<file path="src/rtl/div3_sweep_pkg.sv">
// Shared definitions for the divisible-by-3 sweep controller and its golden model.
package div3_sweep_pkg;

    localparam int OPERAND_W      = 4;
    localparam int VECTORS        = 16;
    localparam int SETTLE_DEFAULT = 2;

    typedef enum logic [2:0] {
        ST_IDLE   = 3'd0,
        ST_DRIVE  = 3'd1,
        ST_WAIT   = 3'd2,
        ST_CHECK  = 3'd3,
        ST_FINISH = 3'd4
    } state_t;

endpackage

</file>
<file path="src/rtl/div3_sweep_ctrl_ref.sv">
// Golden model: high when the 4-bit operand is an exact multiple of three.
module div3_ref
    import div3_sweep_pkg::*;
(
    input  logic [OPERAND_W-1:0] operand,
    output logic                 div3
);

    assign div3 = ((operand % 4'd3) == 4'd0);

endmodule

</file>
<file path="src/rtl/div3_sweep_ctrl.sv">
// Sweeps all 4-bit operands into an external divisible-by-3 circuit and
// compares its y output against the golden model after a settle delay.
//
// state     | meaning
// ST_IDLE   | waiting for start; results of last sweep held
// ST_DRIVE  | operand presented on abcd for one cycle
// ST_WAIT   | settle countdown, SETTLE cycles
// ST_CHECK  | compare y against golden model, advance operand
// ST_FINISH | one-cycle done pulse, pass valid
module div3_sweep_ctrl
    import div3_sweep_pkg::*;
#(
    parameter int SETTLE = SETTLE_DEFAULT
) (
    input  logic       clk,
    input  logic       rst_n,
    input  logic       start,
    input  logic       abort,
    input  logic       y,
    output logic [3:0] abcd,
    output logic       busy,
    output logic       done,
    output logic       pass,
    output logic [4:0] err_count,
    output logic       fail_valid,
    output logic [3:0] first_fail
);

    localparam logic [3:0]           SETTLE_LOAD  = 4'(SETTLE - 1);
    localparam logic [OPERAND_W-1:0] LAST_OPERAND = OPERAND_W'(VECTORS - 1);

    state_t     state;
    logic [3:0] wait_cnt;
    logic       y_exp;
    logic       mismatch;
    logic [4:0] err_next;

    div3_ref u_ref (
        .operand (abcd),
        .div3    (y_exp)
    );

    assign mismatch = (y != y_exp);
    assign err_next = err_count + 5'(mismatch);

    always_ff @(posedge clk) begin
        if (!rst_n) begin
            state      <= ST_IDLE;
            abcd       <= '0;
            busy       <= 1'b0;
            done       <= 1'b0;
            pass       <= 1'b0;
            err_count  <= '0;
            fail_valid <= 1'b0;
            first_fail <= '0;
            wait_cnt   <= '0;
        end else begin
            done <= 1'b0;
            case (state)
                ST_IDLE: begin
                    if (start) begin
                        state      <= ST_DRIVE;
                        busy       <= 1'b1;
                        abcd       <= '0;
                        err_count  <= '0;
                        fail_valid <= 1'b0;
                        first_fail <= '0;
                        pass       <= 1'b0;
                    end
                end
                ST_DRIVE: begin
                    if (abort) begin
                        state <= ST_FINISH;
                        done  <= 1'b1;
                        pass  <= 1'b0;
                    end else begin
                        state    <= ST_WAIT;
                        wait_cnt <= SETTLE_LOAD;
                    end
                end
                ST_WAIT: begin
                    if (abort) begin
                        state <= ST_FINISH;
                        done  <= 1'b1;
                        pass  <= 1'b0;
                    end else if (wait_cnt == 4'd0) begin
                        state <= ST_CHECK;
                    end else begin
                        wait_cnt <= wait_cnt - 4'd1;
                    end
                end
                ST_CHECK: begin
                    if (abort) begin
                        // comparison for the current operand is dropped
                        state <= ST_FINISH;
                        done  <= 1'b1;
                        pass  <= 1'b0;
                    end else begin
                        err_count <= err_next;
                        if (mismatch && !fail_valid) begin
                            fail_valid <= 1'b1;
                            first_fail <= abcd;
                        end
                        if (abcd == LAST_OPERAND) begin
                            state <= ST_FINISH;
                            done  <= 1'b1;
                            pass  <= (err_next == 5'd0);
                        end else begin
                            abcd  <= abcd + 4'd1;
                            state <= ST_DRIVE;
                        end
                    end
                end
                ST_FINISH: begin
                    state <= ST_IDLE;
                    busy  <= 1'b0;
                end
                default: begin
                    state <= ST_IDLE;
                    busy  <= 1'b0;
                end
            endcase
        end
    end

endmodule

</file>
<file path="config.mk">
export PLATFORM = sky130hd
export DESIGN_NAME = div3_sweep_ctrl
export DESIGN_NICKNAME = d
export VERILOG_FILES = /design/src/rtl/div3_sweep_pkg.sv /design/src/rtl/div3_sweep_ctrl_ref.sv /design/src/rtl/div3_sweep_ctrl.sv
export SDC_FILE = /design/constraint.sdc
export NUM_CORES = 1
export LEC_CHECK = 0
export CORE_UTILIZATION = 30
export CTS_BUF_LIST = sky130_fd_sc_hd__clkbuf_8
export DETAILED_ROUTE_END_ITERATION = 10
export PLACE_DENSITY_LB_ADDON = 0.05
export SLEW_MARGIN = 10
export SYNTH_ARGS = -nofsm -noshare
export SYNTH_HDL_FRONTEND = slang
export SYNTH_SLANG_ARGS = --single-unit
</file>
<file path="constraint.sdc">
create_clock -name clk -period 3.8 [get_ports clk]
set_input_delay 1.14 -clock clk [delete_from_list [all_inputs] [get_ports clk]]
set_output_delay 1.14 -clock clk [all_outputs]
set_load 0.02 [all_outputs]
</file>
==> results of run 1 <==
==> timing repair <==
action | 4_1_cts | 5_1_grt
hold endpoints to repair | 0 | 0
gates resized for setup | 2 | 13
pin swaps | 1 | 9
setup buffers | 1 | 0
endpoints found under the setup margin | 1 | 1
gates cloned | 0 | 0
==> final cells by class <==
cell class | count | area (sq um)
fillers | 441 | 2561
multi-input cells | 122 | 889.6
flip-flops and latches | 24 | 483.0
repair buffers | 28 | 262.8
well taps | 52 | 65.06
clock buffers | 4 | 55.05
inverters | 10 | 37.54
==> layer usage <==
metal | vias up | GRT usage [%]
li1 | 618 | -
met1 | 576 | 17.44
met2 | 23 | 24.27
met3 | 2 | 2.180
met4 | 0 | 4.082
met5 | - | 0
==> worst max path at each step <==
stage	endpoint	slack (ns)	depth (start not counted)
after CTS	pass$_SDFFE_PN0P_	0.04	19
final	pass$_SDFFE_PN0P_	0.25	20
after global routing	pass$_SDFFE_PN0P_	0.001	20
after global placement	pass$_SDFFE_PN0P_	0.06	19
after detailed placement	pass$_SDFFE_PN0P_	-0.09	19
after floorplan	pass$_SDFFE_PN0P_	0.05	19
==> power breakdown <==
group	total [mW]	switching, mW	internal [mW]
logic	0.0815	0.0458	0.0357
registers	0.265	0.00640	0.258
clock network	0.175	0.0827	0.0925
total	0.521	0.135	0.386
==> critical path, cell delays in order, from the launching register on <==
cell      delay, ns
dfxtp_2        0.33
nand2b_4       0.12
inv_1          0.04
ha_1           0.17
inv_2          0.07
ha_4           0.14
nand2_4        0.06
xnor2_2        0.14
ha_1           0.31
nor2b_2        0.13
nand2_1        0.07
a211oi_2       0.22
a32oi_2        0.09
xnor2_2        0.16
ha_2           0.21
ha_4           0.17
xor2_1         0.14
or4_4          0.44
nor4_4         0.29
mux2i_1        0.10
nor2_1         0.08
==> Yosys cell counts (2+ instances only) <==
cell | n | area share, %
mux2i_1 | 2 | 1.5
o21ai_0 | 3 | 1.1
nand2b_1 | 7 | 3.2
xnor2_1 | 7 | 4.5
nand2_1 | 10 | 2.8
ha_1 | 9 | 8.3
a211oi_1 | 2 | 1.1
nor2b_1 | 3 | 1.4
xor2_1 | 3 | 1.9
a21oi_1 | 13 | 4.8
a32o_1 | 4 | 3.0
or2_2 | 2 | 0.92
nor2_1 | 25 | 6.9
inv_1 | 10 | 2.8
clkbuf_1 | 2 | 0.55
dfxtp_1 | 24 | 35
nor3_1 | 4 | 1.5
nand3_1 | 7 | 2.6
==> registers in the layout (all words and copies together) (netlist names) <==
register    count
busy            1
fail_valid      1
done            1
state           3
pass            1
first_fail      4
wait_cnt        4
err_count       5
abcd            4
==> logic make-up (layout without fill, tap and decap cells) <==
logic type	after synthesis	after routing	synth area share, %
flops	24	24	35.46
compound gates	33	33	17.36
fa+ha+maj	9	9	8.310
simple gates	67	67	25.21
xor+xnor	11	11	7.665
mux	2	2	1.477
buf+inv	14	42	4.525
==> through the flow <==
| step | TNS (ns) | total power [mW] | setup WS (ns) | std cells |
|---|---|---|---|---|
| global placement | 0 | 0.3464 | 0.06246 | 235 |
| floorplan | 0 | 0.3211 | 0.05416 | 160 |
| CTS | 0 | 0.5280 | 0.04234 | 240 |
| finish | 0 | 0.5214 | 0.2525 | 240 |
| global route | 0 | 0.5480 | 0.001211 | 240 |
| detailed placement | -0.09145 | 0.3477 | -0.09145 | 235 |
==> metrics.md, run 1 <==
| Metric | Value |
|---|---|
| Via count | `1219` |
| Endpoint, Worst Hold | `busy$_SDFFE_PN0P_` |
| Leakage | `0.6568 nW` |
| Worst Reg-to-Reg Cells | `20` |
| CTS tree | `built` |
| R2R setup slack | `0.25 ns` |
| Crit Reg-Reg Endpoint | `pass$_SDFFE_PN0P_` |
| Crit end category | `flip-flop` |
| Async S/R FF share, synth | `0%` |
| Root Buffer | `clkbuf_8` |
| Min-delay src | `busy$_SDFFE_PN0P_` |
| Placed inst area | `1653 sq um` |
| Max_cap viols | `0` |
| Initial DRC count | `41` |
| H-tree Lvls | `1` |
| Row count | `24` |
| Yosys Warn Count | `0` |
| Initial Util | `31.12%` |
| CTS Hold Bufs | `0` |
| Mapped Area | `1355 sq um` |
| First-pass GRT wire length | `5.395 mm` |
| Final Net Count | `203` |
| Setup violators final | `0` |
| Clk_lat worst skew | `0.26 ns` |
| Proportion of layout cells with a drive suffix above 1 | `17.02%` |
| Sequential share of the synthesized area | `35.46%` |
| Antenna cells | `0` |
| Vias/cell | `5.079` |
| Hold Vio Cnt, Final | `0` |
| RSZ-0062 raised after global routing | `false` |
| Outcome | `finished clean` |
| Startpoint types | `flip-flop` |
| Clock slew at reported path FFs | `0.09 ns` |
| Highest metal used | `met4` |
| Total GRT Usage | `13.86%` |
| Final Critical Period | `3.548 ns` |
| VDD IR max | `132.3 uV` |
| Mapped Cells | `160` |
| Worst hold stages | `2` |
| Residual DRC | `0` |
| Most frequent cells in the layout | `nor2_1, dfxtp_1, clkdlybuf4s50_1` |
| Worst r2r src | `abcd[3]$_SDFFE_PN0P_` |
| Final instance area | `1793 sq um` |
| Worst Path Required | `4.01 ns` |
| Final period util | `93.36%` |
| IO Port Bufs | `21` |
| Core ar. | `4354 sq um` |
| Slew headroom | `65.87%` |
| Die H | `69.21 um` |
| Worst-Margin Slew | `0.5080 ns` |
| Hold/Removal Path Class | `reg -> reg` |
| Num CTS Buffers | `3` |
| Post-route ant nets | `0` |
| Die area | `4789 sq um` |
| #FFs+latches synth | `24` |
| Grt ovf | `0` |
| Drt pass-1 iters | `4` |
| Arrival time at the worst endpoint | `3.75 ns` |
| Max FO, Critical Path | `4` |
| Crit Path Class | `reg -> reg` |
| Mean area per synthesized cell | `8.469 sq um` |
| Pin count of the biggest net entering global routing | `14` |
| DR WL met3 | `91 um` |
| Initial antenna violation count | `0` |
| Clk buf depth | `2` |
| Netlist cell types | `41` |
| Routability cong. | `0.7445` |
| WHS | `0.4555 ns` |
| Vias in the first global route | `1165` |
| Fmax | `281.9 MHz` |
| PwrDens | `290.8 nW/um^2` |
| Post-layout util | `41.18%` |
| Area delta synth->final | `32.32%` |
| Wirelength per Cell | `13.27 um` |
| Ports | `22` |
| Final max-slew violation count | `0` |
| Number of synthesized flops with an enable pin | `0` |
| Critical path launch point | `abcd[3]$_SDFFE_PN0P_` |
| Clk sinks | `24` |
| Routed wire length | `3.184 mm` |
| Wl on met1 | `1.467 mm` |
| Die width | `69.21 um` |
| Clock Skew | `0.001905 ns` |
| Met2 routed WL | `1.600 mm` |
| Net Count, Synth | `174` |
| Final HPWL from detailed placement | `2.359 mm` |
| Most common cell after layout, fill and taps aside | `nor2_1` |
| Top FF cell, synth | `dfxtp_1` |
Power figures use the tool's default switching activity.
==> inputs of run 2 (changes only) <==
--- a/config.mk
+++ b/config.mk
@@ -5,8 +5,10 @@
 export SDC_FILE = /design/constraint.sdc
 export NUM_CORES = 1
 export LEC_CHECK = 0
+export CORE_MARGIN = 5
 export CORE_UTILIZATION = 30
 export CTS_BUF_LIST = sky130_fd_sc_hd__clkbuf_8
+export CTS_CLUSTER_DIAMETER = 30
 export DETAILED_ROUTE_END_ITERATION = 10
 export PLACE_DENSITY_LB_ADDON = 0.05
 export SLEW_MARGIN = 10
==> run 2 against run 1 <==
Net effect: sequential power is essentially flat; final cell count grew 0.42%; utilization shrank 0.46 points; setup slack lost 0.037 ns; fmax shrank 1.0%; via count grew 1.1%; worst hold slack gained 0.010 ns; clock-buffer cell count shrank 1; critical path type unchanged; largest power group unchanged.
==> metrics.md, run 2 (same netlist as run 1, synthesis figures left out) <==
| Metric | Value |
|---|---|
| Most common cell after layout, fill and taps aside | `nor2_1` |
| Proportion of layout cells with a drive suffix above 1 | `15.87%` |
| Initial Util | `31.12%` |
| Initial antenna violation count | `0` |
| Die H | `77.21 um` |
| Worst r2r src | `abcd[3]$_SDFFE_PN0P_` |
| Crit Path Class | `reg -> reg` |
| Clk_lat worst skew | `0.26 ns` |
| Finished Layout Cells | `241` |
| Startpoint types | `flip-flop` |
| DP Cell Count | `235` |
| CTS Hold Bufs | `0` |
| Grt ovf | `0` |
| Area delta synth->final | `30.84%` |
| Min-delay src | `busy$_SDFFE_PN0P_` |
| Die width | `77.21 um` |
| Wirelength per Cell | `13.11 um` |
| Routed wire length | `3.159 mm` |
| Core ar. | `4354 sq um` |
| Worst hold stages | `2` |
| Final HPWL from detailed placement | `2.440 mm` |
| Worst Path Required | `4.00 ns` |
| Vias/cell | `5.112` |
| Final max-slew violation count | `0` |
| Row count | `24` |
| Worst-Margin Slew | `0.5308 ns` |
| RSZ-0062 raised after global routing | `false` |
| First-pass GRT wire length | `5.209 mm` |
| Antenna cells | `0` |
| PwrDens | `319.4 nW/um^2` |
| CP max stage cell | `or4_4` |
| Routability cong. | `0.8445` |
| Max_cap viols | `0` |
| Total GRT Usage | `10.54%` |
| Die area | `5961 sq um` |
| Final Net Count | `204` |
| Residual DRC | `0` |
| Hold Vio Cnt, Final | `0` |
| Max FO, Critical Path | `3` |
| Max reg flops | `5` |
| Largest reg by FF count | `err_count` |
| Clk buf depth | `2` |
| Crit end category | `flip-flop` |
| Fmax | `278.9 MHz` |
| Setup violators final | `0` |
| Slew headroom | `64.34%` |
| CTS tree | `built` |
| Crit Reg-Reg Endpoint | `pass$_SDFFE_PN0P_` |
| Max stage delay on crit path | `0.52 ns` |
| Drt pass-1 iters | `4` |
| Initial DRC count | `45` |
| Clock slew at reported path FFs | `0.09 ns` |
| R2R setup slack | `0.22 ns` |
| Clk sinks | `24` |
| Arrival time at the worst endpoint | `3.79 ns` |
| Final Critical Period | `3.585 ns` |
| Worst Reg-to-Reg Cells | `19` |
| WHS | `0.4656 ns` |
| Fin Setup TNS | `0 ns` |
| Ports | `22` |
| Pin count of the biggest net entering global routing | `15` |
| H-tree Lvls | `1` |
| Delay-heaviest family, CP | `simple AND/OR/NAND/NOR gates` |
| Clock Skew | `0.005900 ns` |
| Outcome | `finished clean` |
| Root Buffer | `clkbuf_8` |
| Leakage | `0.6557 nW` |
| Final period util | `94.34%` |
| Post-route ant nets | `0` |
| Most frequent cells in the layout | `nor2_1, dfxtp_1, clkdlybuf4s50_1` |
| Endpoint, Worst Hold | `busy$_SDFFE_PN0P_` |
| # fillers | `464` |
| WP buf/inv | `2` |
| Hold/Removal Path Class | `reg -> reg` |
| Vias in the first global route | `1120` |
| Worst-path cell chain | `nand2b_4, inv_1, ha_1, inv_1, ha_2, nand2_2, xnor2_1, ha_1, nor2b_1, nand2_1, a211oi_2, a32oi_2, xnor2_2, ha_2, ha_2, or4_4, nor4_2, mux2i_1, nor2_1` |
| Post-layout util | `40.72%` |
| CP Depth | `19` |
| IO Port Bufs | `21` |
| Num CTS Buffers | `3` |
| Most common cell on crit path | `ha_2` |
| Via count | `1232` |
| VDD IR max | `155.0 uV` |
| Total design power | `0.5663 mW` |
run 2: worst min-delay path, cell delays in order (launching register included):
cell and delay [ns]:
dfxtp_1 0.32, inv_1 0.05, a21oi_1 0.05
run 2: report_power, final:
part	switching [mW]	internal, mW	total (mW)
clock network	0.0814	0.141	0.222
logic	0.0446	0.0350	0.0796
registers	0.00633	0.258	0.265
run 2: final cells by class:
cell class,count,area (sq um),area share (%)
clock buffers,3,41.29,2.329
clock inverters,1,30.03,1.694
inverters,10,37.54,2.117
multi-input cells,122,845.8,47.71
flip-flops and latches,24,483.0,27.24
well taps,52,65.06,3.670
repair buffers,29,270.3,15.24
run 2: routing by layer:
layer | vias to the layer above | part of all wire (%) | GRT usage [%]
met5 | - | 0 | 0
met4 | 0 | 1.4 | 3.780
met3 | 6 | 5.6 | 2.576
met2 | 34 | 46 | 16.75
met1 | 572 | 47 | 13.74
li1 | 620 | - | -
run 2: worst max path at each step:
stage,from,end,slack [ns]
2_1_floorplan,abcd[3]$_SDFFE_PN0P_,pass$_SDFFE_PN0P_,0.05
3_3_place_gp,abcd[2]$_SDFFE_PN0P_,pass$_SDFFE_PN0P_,0.08
3_5_place_dp,abcd[2]$_SDFFE_PN0P_,pass$_SDFFE_PN0P_,0.05
4_1_cts,abcd[2]$_SDFFE_PN0P_,pass$_SDFFE_PN0P_,0.07
5_1_grt,abcd[3]$_SDFFE_PN0P_,pass$_SDFFE_PN0P_,0.008
6_report,abcd[3]$_SDFFE_PN0P_,pass$_SDFFE_PN0P_,0.22
run 2: per-stage QoR:
| step | cell area (sq um) | setup slack (ns) |
|---|---|---|
| 6_report | 1773 | 0.2150 |
| 3_5_place_dp | 1653 | 0.04987 |
| 4_1_cts | 1732 | 0.06916 |
| 5_1_grt | 1773 | 0.008313 |
| 3_3_place_gp | 1653 | 0.08101 |
| 2_1_floorplan | 1356 | 0.05416 |
run 2: repair_timing:
action	CTS	global route
hold endpoints to repair	0	0
buffers inserted	1	1
setup endpoints to repair	1	1
resized for setup	0	9
pin swaps	1	6
